<file path="src/rtl/fpga_proc_pkg.sv">
// fpga_proc_pkg: shared sequencer state encoding, memory target codes and word width
package fpga_proc_pkg;
    localparam int DATA_W = 16;
    localparam logic TARGET_DRAM = 1'b0;
    localparam logic TARGET_IRAM = 1'b1;
    typedef enum logic [1:0] {S_IDLE, S_ACCEPT, S_WRITE, S_RUN} state_t;
endpackage

</file>
<file path="src/rtl/mem_port_mux.sv">
// mem_port_mux: hands the IRAM/DRAM ports to the core while running, to the loader otherwise
module mem_port_mux #(
    parameter int DATA_W  = 16,
    parameter int IRAM_AW = 9,
    parameter int DRAM_AW = 9
) (
    input  logic               i_run,
    input  logic [IRAM_AW-1:0] i_ld_iram_addr,
    input  logic [DRAM_AW-1:0] i_ld_dram_addr,
    input  logic [DATA_W-1:0]  i_ld_wdata,
    input  logic               i_ld_iram_we,
    input  logic               i_ld_dram_we,
    input  logic [IRAM_AW-1:0] i_pc_addr,
    input  logic [DRAM_AW-1:0] i_d_addr,
    input  logic [DATA_W-1:0]  i_d_wdata,
    input  logic               i_d_we,
    output logic [IRAM_AW-1:0] o_iram_addr,
    output logic [DATA_W-1:0]  o_iram_wdata,
    output logic               o_iram_we,
    output logic [DRAM_AW-1:0] o_dram_addr,
    output logic [DATA_W-1:0]  o_dram_wdata,
    output logic               o_dram_we
);
    // core only fetches from IRAM, so IRAM is never written while running
    always_comb begin
        o_iram_addr  = i_run ? i_pc_addr : i_ld_iram_addr;
        o_iram_wdata = i_ld_wdata;
        o_iram_we    = i_run ? 1'b0 : i_ld_iram_we;
        o_dram_addr  = i_run ? i_d_addr : i_ld_dram_addr;
        o_dram_wdata = i_run ? i_d_wdata : i_ld_wdata;
        o_dram_we    = i_run ? i_d_we : i_ld_dram_we;
    end
endmodule

</file>
<file path="src/rtl/mem_load_sequencer.sv">
// mem_load_sequencer: streams words into IRAM/DRAM with a fixed write-hold window, then runs the core
module mem_load_sequencer #(
    parameter int DATA_W    = fpga_proc_pkg::DATA_W,
    parameter int IRAM_AW   = 9,
    parameter int DRAM_AW   = 9,
    parameter int BASE_ADDR = 1,
    parameter int WR_HOLD   = 2
) (
    input  logic               clk,
    input  logic               rst_n,
    input  logic               load_req,
    input  logic               load_sel,
    input  logic [IRAM_AW-1:0] load_len,
    input  logic               s_valid,
    input  logic [DATA_W-1:0]  s_data,
    output logic               s_ready,
    input  logic               run_req,
    input  logic               proc_halt,
    input  logic [IRAM_AW-1:0] proc_pc_addr,
    input  logic [DRAM_AW-1:0] proc_d_addr,
    input  logic [DATA_W-1:0]  proc_d_wdata,
    input  logic               proc_d_we,
    output logic [IRAM_AW-1:0] iram_addr,
    output logic [DATA_W-1:0]  iram_wdata,
    output logic               iram_we,
    output logic [DRAM_AW-1:0] dram_addr,
    output logic [DATA_W-1:0]  dram_wdata,
    output logic               dram_we,
    output logic               start,
    output logic               busy,
    output logic               load_done,
    output logic               load_err
);
    import fpga_proc_pkg::*;
    localparam int LAW = (IRAM_AW > DRAM_AW) ? IRAM_AW : DRAM_AW;
    localparam int HW  = (WR_HOLD > 1) ? $clog2(WR_HOLD) : 1;
    localparam logic [HW-1:0]  HOLD_LAST = HW'(WR_HOLD - 1);
    localparam logic [LAW-1:0] IRAM_MAX  = LAW'((2 ** IRAM_AW) - 1);
    localparam logic [LAW-1:0] DRAM_MAX  = LAW'((2 ** DRAM_AW) - 1);
    state_t             r_state;
    logic               r_sel;
    logic [IRAM_AW-1:0] r_len;
    logic [IRAM_AW-1:0] r_cnt;
    logic [LAW-1:0]     r_addr;
    logic [DATA_W-1:0]  r_data;
    logic [HW-1:0]      r_hold;
    logic               r_s_ready;
    logic               r_iram_we;
    logic               r_dram_we;
    logic               r_start;
    logic               r_busy;
    logic               r_load_done;
    logic               r_load_err;
    logic [IRAM_AW-1:0] w_cnt_nxt;
    logic               w_at_max;
    assign w_cnt_nxt = r_cnt + 1'b1;
    assign w_at_max  = (r_sel == TARGET_IRAM) ? (r_addr == IRAM_MAX) : (r_addr == DRAM_MAX);
    assign s_ready   = r_s_ready;
    assign start     = r_start;
    assign busy      = r_busy;
    assign load_done = r_load_done;
    assign load_err  = r_load_err;
    // load/run sequencer; every output is a register updated alongside the state
    always_ff @(posedge clk or negedge rst_n) begin
        if (!rst_n) begin
            r_state     <= S_IDLE;
            r_sel       <= 1'b0;
            r_len       <= '0;
            r_cnt       <= '0;
            r_addr      <= '0;
            r_data      <= '0;
            r_hold      <= '0;
            r_s_ready   <= 1'b0;
            r_iram_we   <= 1'b0;
            r_dram_we   <= 1'b0;
            r_start     <= 1'b0;
            r_busy      <= 1'b0;
            r_load_done <= 1'b0;
            r_load_err  <= 1'b0;
        end else begin
            r_load_done <= 1'b0;
            r_load_err  <= 1'b0;
            case (r_state)
                S_IDLE: begin
                    if (load_req) begin
                        r_load_err <= run_req;
                        if (load_len == '0) begin
                            r_load_done <= 1'b1;
                        end else begin
                            r_sel     <= load_sel;
                            r_len     <= load_len;
                            r_cnt     <= '0;
                            r_addr    <= LAW'(BASE_ADDR);
                            r_s_ready <= 1'b1;
                            r_busy    <= 1'b1;
                            r_state   <= S_ACCEPT;
                        end
                    end else if (run_req) begin
                        r_start <= 1'b1;
                        r_busy  <= 1'b1;
                        r_state <= S_RUN;
                    end
                end
                S_ACCEPT: begin
                    r_load_err <= load_req | run_req;
                    if (s_valid && r_s_ready) begin
                        r_data    <= s_data;
                        r_s_ready <= 1'b0;
                        r_hold    <= '0;
                        r_iram_we <= (r_sel == TARGET_IRAM);
                        r_dram_we <= (r_sel == TARGET_DRAM);
                        r_state   <= S_WRITE;
                    end
                end
                S_WRITE: begin
                    r_load_err <= load_req | run_req;
                    r_hold     <= r_hold + 1'b1;
                    if (r_hold == HOLD_LAST) begin
                        r_iram_we <= 1'b0;
                        r_dram_we <= 1'b0;
                        r_cnt     <= w_cnt_nxt;
                        if (w_cnt_nxt == r_len) begin
                            r_load_done <= 1'b1;
                            r_busy      <= 1'b0;
                            r_state     <= S_IDLE;
                        end else if (w_at_max) begin
                            r_load_err <= 1'b1;
                            r_busy     <= 1'b0;
                            r_state    <= S_IDLE;
                        end else begin
                            r_addr    <= r_addr + 1'b1;
                            r_s_ready <= 1'b1;
                            r_state   <= S_ACCEPT;
                        end
                    end
                end
                S_RUN: begin
                    r_load_err <= load_req | run_req;
                    if (proc_halt) begin
                        r_start <= 1'b0;
                        r_busy  <= 1'b0;
                        r_state <= S_IDLE;
                    end
                end
                default: r_state <= S_IDLE;
            endcase
        end
    end
    mem_port_mux #(.DATA_W(DATA_W), .IRAM_AW(IRAM_AW), .DRAM_AW(DRAM_AW)) u_mux (
        .i_run          (r_state == S_RUN),
        .i_ld_iram_addr (r_addr[IRAM_AW-1:0]),
        .i_ld_dram_addr (r_addr[DRAM_AW-1:0]),
        .i_ld_wdata     (r_data),
        .i_ld_iram_we   (r_iram_we),
        .i_ld_dram_we   (r_dram_we),
        .i_pc_addr      (proc_pc_addr),
        .i_d_addr       (proc_d_addr),
        .i_d_wdata      (proc_d_wdata),
        .i_d_we         (proc_d_we),
        .o_iram_addr    (iram_addr),
        .o_iram_wdata   (iram_wdata),
        .o_iram_we      (iram_we),
        .o_dram_addr    (dram_addr),
        .o_dram_wdata   (dram_wdata),
        .o_dram_we      (dram_we)
    );
endmodule
</file>
<file path="config.mk">
export PLATFORM = sky130hd
export DESIGN_NAME = mem_load_sequencer
export DESIGN_NICKNAME = d
export VERILOG_FILES = /design/src/rtl/fpga_proc_pkg.sv /design/src/rtl/mem_port_mux.sv /design/src/rtl/mem_load_sequencer.sv
export SDC_FILE = /design/constraint.sdc
export NUM_CORES = 1
export LEC_CHECK = 0
export ABC_AREA = 1
export ABC_CLOCK_PERIOD_IN_PS = 1900
export CAP_MARGIN = 20
export CORE_UTILIZATION = 40
export DETAILED_ROUTE_END_ITERATION = 8
export HOLD_SLACK_MARGIN = 0.1
export PLACE_DENSITY = 0.84
export SETUP_SLACK_MARGIN = 0.05
export SYNTH_ARGS = -nofsm -noshare
export SYNTH_HDL_FRONTEND = slang
export SYNTH_SLANG_ARGS = --single-unit
</file>
<file path="constraint.sdc">
create_clock -name clk -period 1.9 [get_ports clk]
set_input_delay 0.38 -clock clk [delete_from_list [all_inputs] [get_ports clk]]
set_output_delay 0.38 -clock clk [all_outputs]
set_load 0.005 [all_outputs]
</file>
==> metrics.txt <==
# TYPE chip_impl_metric gauge
chip_impl_metric{name="nets",unit=""} 730
chip_impl_metric{name="boundaryPins",unit=""} 124
chip_impl_metric{name="num_rows",unit=""} 32
chip_impl_metric{name="slowest_delay",unit="ns"} 0.44
chip_impl_metric{name="grt_max_degree",unit=""} 22
chip_impl_metric{name="num_vias",unit=""} 3943
chip_impl_metric{name="design_power",unit="µW"} 7470
chip_impl_metric{name="die_y",unit="µm"} 92.2
chip_impl_info{name="end_kind",value="flop"} 1
chip_impl_metric{name="finalMaxSlewViolations",unit=""} 0
chip_impl_metric{name="timing.slew.headroom",unit="%"} 76.1
chip_impl_metric{name="clock_path_buffers",unit=""} 2
chip_impl_metric{name="static-leakage-power",unit="µW"} 0.00280
chip_impl_metric{name="critPathArrivalTime",unit="ns"} 2.24
chip_impl_metric{name="timing_hold_violations_final",unit=""} 0
chip_impl_metric{name="drc",unit=""} 0
chip_impl_info{name="cp_slowest_cell",value="sky130_fd_sc_hd__dfrtp_1"} 1
chip_impl_metric{name="ys_types",unit=""} 27
chip_impl_info{name="cell_breakdown_of_the_critical_path",value="ha_4 > nand2_4 > inv_4 > nor2_4 > inv_2 > nand2_2 > nand2_2 > nor2_2 > nand2_1 > nor2_2 > nand2_2 > nand2_2 > nand2_4 > buf_12 > nand3_2 > nand2_1"} 1
chip_impl_metric{name="insertedDiodeCount",unit=""} 0
chip_impl_metric{name="grt_remaining_overflow",unit=""} 0
chip_impl_metric{name="setup_total_negative_slack",unit="ns"} -1.79
chip_impl_metric{name="synth_sequential_area_ratio",unit="%"} 41.5
chip_impl_metric{name="holdWs",unit="ns"} 0.472
chip_impl_metric{name="ys_seq_elements",unit=""} 54
chip_impl_metric{name="synth_async_sr_flop_share",unit="%"} 100
chip_impl_info{name="timing.critical_path.mode_cell",value="sky130_fd_sc_hd__nand2_2"} 1
chip_impl_metric{name="syn_inst",unit=""} 485
chip_impl_metric{name="power.density_cell_area",unit="nW/µm²"} 1360
chip_impl_metric{name="cts.clk_slew.worst_paths",unit="ns"} 0.10
chip_impl_metric{name="first_global_vias",unit=""} 3818
chip_impl_metric{name="core",unit="µm²"} 7810
chip_impl_metric{name="clock_latency",unit="ns"} 0.33
chip_impl_metric{name="portion_of_synthesized_cell_area_occupied_by_the_leading_cell_type",unit="%"} 41.5
chip_impl_metric{name="detailed_place_hpwl",unit="mm"} 7.25
chip_impl_metric{name="share_of_post_route_cells_with_drive_strength_above_1",unit="%"} 30.1
chip_impl_metric{name="timing.reg2reg.setup_slack",unit="ns"} -0.11
chip_impl_metric{name="final_min_period_over_clock_period",unit="%"} 106
chip_impl_metric{name="clock-skew-final",unit="ns"} 0.0117
chip_impl_metric{name="initial_core_util",unit="%"} 41.7
chip_impl_metric{name="die_width",unit="µm"} 92.2
chip_impl_info{name="outcome",value="complete, but fails checks"} 1
chip_impl_metric{name="via_per_inst",unit=""} 5.17
chip_impl_metric{name="h-tree-depth",unit=""} 2
chip_impl_info{name="violations",value="negative setup slack"} 1
chip_impl_metric{name="global_route_wire_length_before_repair",unit="mm"} 16.8
chip_impl_metric{name="fp.dieArea",unit="µm²"} 8500
chip_impl_info{name="clk_root_buffer_cell",value="sky130_fd_sc_hd__clkbuf_8"} 1
chip_impl_info{name="crit-reg2reg-launch",value="r_cnt[1]$_DFFE_PN0P_"} 1
chip_impl_info{name="cell_accounting_for_the_most_synthesized_area",value="sky130_fd_sc_hd__dfrtp_1"} 1
chip_impl_metric{name="drt_iter0_markers",unit=""} 244
chip_impl_metric{name="mappedNetlistArea",unit="µm²"} 3250
chip_impl_metric{name="post-place-cells",unit=""} 724
chip_impl_metric{name="antenna_left",unit=""} 0
chip_impl_info{name="synth-main-ff-cell",value="sky130_fd_sc_hd__dfrtp_1"} 1
chip_impl_metric{name="wl_per_cell",unit="µm"} 15.1
chip_impl_metric{name="yosys_warnings",unit=""} 0
chip_impl_metric{name="r2r.worst_path.cells",unit=""} 16
chip_impl_metric{name="io_buffer_count",unit=""} 123
chip_impl_metric{name="finish.cell_count_without_fillers",unit=""} 763
chip_impl_metric{name="synth_edf_count",unit=""} 0
chip_impl_metric{name="crit_fanout",unit=""} 7
chip_impl_metric{name="tritoncts_num_sinks",unit=""} 54
chip_impl_metric{name="final-setup-viol-count",unit=""} 21
chip_impl_metric{name="num-fill-cells",unit=""} 562
chip_impl_metric{name="total_cts_buffers",unit=""} 5
chip_impl_metric{name="timing.final.ws_setup",unit="ns"} -0.112
chip_impl_metric{name="period_minus_slack",unit="ns"} 2.01
chip_impl_metric{name="syn_area_per_cell",unit="µm²"} 6.71
chip_impl_metric{name="worst_ep_required_time",unit="ns"} 2.13
chip_impl_info{name="netlist_top_cells_area",value="sky130_fd_sc_hd__dfrtp_1 42%, sky130_fd_sc_hd__nand2_1 27%, sky130_fd_sc_hd__nand3_1 5.7%"} 1
chip_impl_info{name="worstReg2RegEnd",value="r_addr[5]$_DFFE_PN0P_"} 1
chip_impl_metric{name="area_delta_synth_final",unit="%"} 68.5
chip_impl_metric{name="vdd_drop_max",unit="mV"} 0.880
chip_impl_metric{name="max_clock_freq",unit="MHz"} 497
chip_impl_metric{name="worstMarginPinSlew",unit="ns"} 0.356
chip_impl_metric{name="routabilityCongestion",unit=""} 0.899
chip_impl_metric{name="overall_fraction_of_global_route_tracks_in_use",unit="%"} 24.7
chip_impl_metric{name="drt-pass1-iter-count",unit=""} 5
chip_impl_info{name="crit_type",value="reg2reg"} 1
chip_impl_metric{name="fin_util",unit="%"} 70.2
chip_impl_info{name="worst_hold_path_type",value="in2async"} 1
chip_impl_info{name="tritoncts_clock_tree",value="built"} 1
chip_impl_info{name="worst_setup_path_start_kind",value="flop"} 1
chip_impl_metric{name="drv.max_cap_violation_count",unit=""} 0
chip_impl_metric{name="grt_antenna_before_repair",unit=""} 0
chip_impl_info{name="rsz0062_at_grt",value="true"} 1
chip_impl_metric{name="syn_nets",unit=""} 555
chip_impl_metric{name="detail_route.wirelength",unit="mm"} 11.6
cell families after synthesis:
kind of cell	Yosys count	synth area share [%]
AO/OA/AOI/OAI	28	4.69
XOR/XNOR	8	2.15
adder cells (fa/ha/maj)	3	1.15
buffers and inverters	54	6.96
flip-flops	54	41.5
AND/OR/NAND/NOR	338	43.5
layer usage:
layer | wire length (µm) | GRT usage (%) | part of all wire, % | vias up
li1 | - | - | - | 1859
met1 | 4270 | 28.6 | 37 | 1860
met2 | 6250 | 45.7 | 54 | 183
met3 | 633 | 4.31 | 5.5 | 41
met4 | 401 | 8.07 | 3.5 | 0
met5 | 0 | 0 | 0 | -
worst max path at each step:
stage                                 startpoint               endpoint  slack (ns)  cells past startpoint
after floorplan             r_cnt[0]$_DFFE_PN0P_  r_addr[2]$_DFFE_PN0P_        0.10                     16
after global placement                 proc_d_we                dram_we        0.03                      4
after detailed placement             load_len[5]   r_len[5]$_DFFE_PN0P_       -0.03                     10
after CTS                 r_state[0]$_DFFE_PN0P_           iram_addr[0]       -0.16                      6
after global routing        r_cnt[0]$_DFFE_PN0P_  r_addr[3]$_DFFE_PN0P_       -0.20                     16
final                       r_cnt[1]$_DFFE_PN0P_  r_addr[5]$_DFFE_PN0P_       -0.11                     16
power breakdown:
| part | internal [µW] | switching [µW] | total (µW) |
|---|---|---|---|
| Combinational | 2410 | 2460 | 4860 |
| Clock | 260 | 417 | 677 |
| Sequential | 1550 | 382 | 1930 |
final cells by class:
cell class / count / area [µm²] / area share (%)
clock buffer: 5 / 68.8 / 1.26
clock inverter: 3 / 21.3 / 0.388
inverter: 39 / 159 / 2.90
multi-input combinational: 378 / 2030 / 37.1
sequential: 54 / 1350 / 24.7
tap: 102 / 128 / 2.33
timing repair buffer: 182 / 1720 / 31.4
through the flow:
step                worst slack (ns)  cell area, µm²
floorplan                      0.100            3260
global placement              0.0293            4780
detailed placement           -0.0263            4780
CTS                           -0.159            5080
global route                  -0.204            5480
finish                        -0.112            5480
cells in the final DEF (no fill, tap or decap), drive strengths merged, types with 2 or more instances in the layout:
master / instances
xor2: 4
xnor2: 4
nand4: 6
nor3: 6
dlymetal6s2s: 5
clkdlybuf4s50: 86
o22ai: 5
dfrtp: 54
nor2: 40
clkinv: 2
clkbuf: 24
a21oi: 5
nand3b: 4
buf: 70
inv: 39
nand2: 245
nand3: 37
o21ai: 17
ha: 3
Yosys cell counts, types with 3 or more instances:
cell / count
sky130_fd_sc_hd__nor3_1: 6
sky130_fd_sc_hd__nand4_1: 6
sky130_fd_sc_hd__nand3b_1: 4
sky130_fd_sc_hd__xor2_1: 4
sky130_fd_sc_hd__inv_1: 34
sky130_fd_sc_hd__o21ai_0: 16
sky130_fd_sc_hd__o22ai_1: 5
sky130_fd_sc_hd__ha_1: 3
sky130_fd_sc_hd__inv_2: 5
sky130_fd_sc_hd__nand3_1: 37
sky130_fd_sc_hd__dfrtp_1: 54
sky130_fd_sc_hd__nand2_2: 9
sky130_fd_sc_hd__xnor2_1: 4
sky130_fd_sc_hd__nand2_1: 234
sky130_fd_sc_hd__a21oi_1: 5
sky130_fd_sc_hd__nor2_1: 32
sky130_fd_sc_hd__nor2_2: 6
sky130_fd_sc_hd__clkbuf_1: 9
critical path: cells and delay by family, from the launching register on:
family	cells	cell delay [ns]
adders and majority gates	1	0.21
and+or+nand+nor	12	1.00
DFF	1	0.44
buffers and inverters	3	0.25
repair_timing:
| item | 4_1_cts | 5_1_grt |
|---|---|---|
| buffers inserted | 11 | 18 |
| endpoints found under the hold margin | 12 | 0 |
| pin swaps | 15 | 36 |
| hold buffers | 1 | 0 |
| gates cloned | 1 | 2 |
| setup endpoints to repair | 47 | 65 |
| resized for setup | 77 | 167 |
state kept, by name, summed over array words and instances, names as in the netlist:
signal / count
r_state: 2
r_hold: 1
r_dram_we: 1
load_err: 1
r_addr: 9
r_data: 16
busy: 1
r_sel: 1
s_ready: 1
start: 1
r_cnt: 9
r_len: 9
r_iram_we: 1
load_done: 1
(Power assumes the default switching activity.)
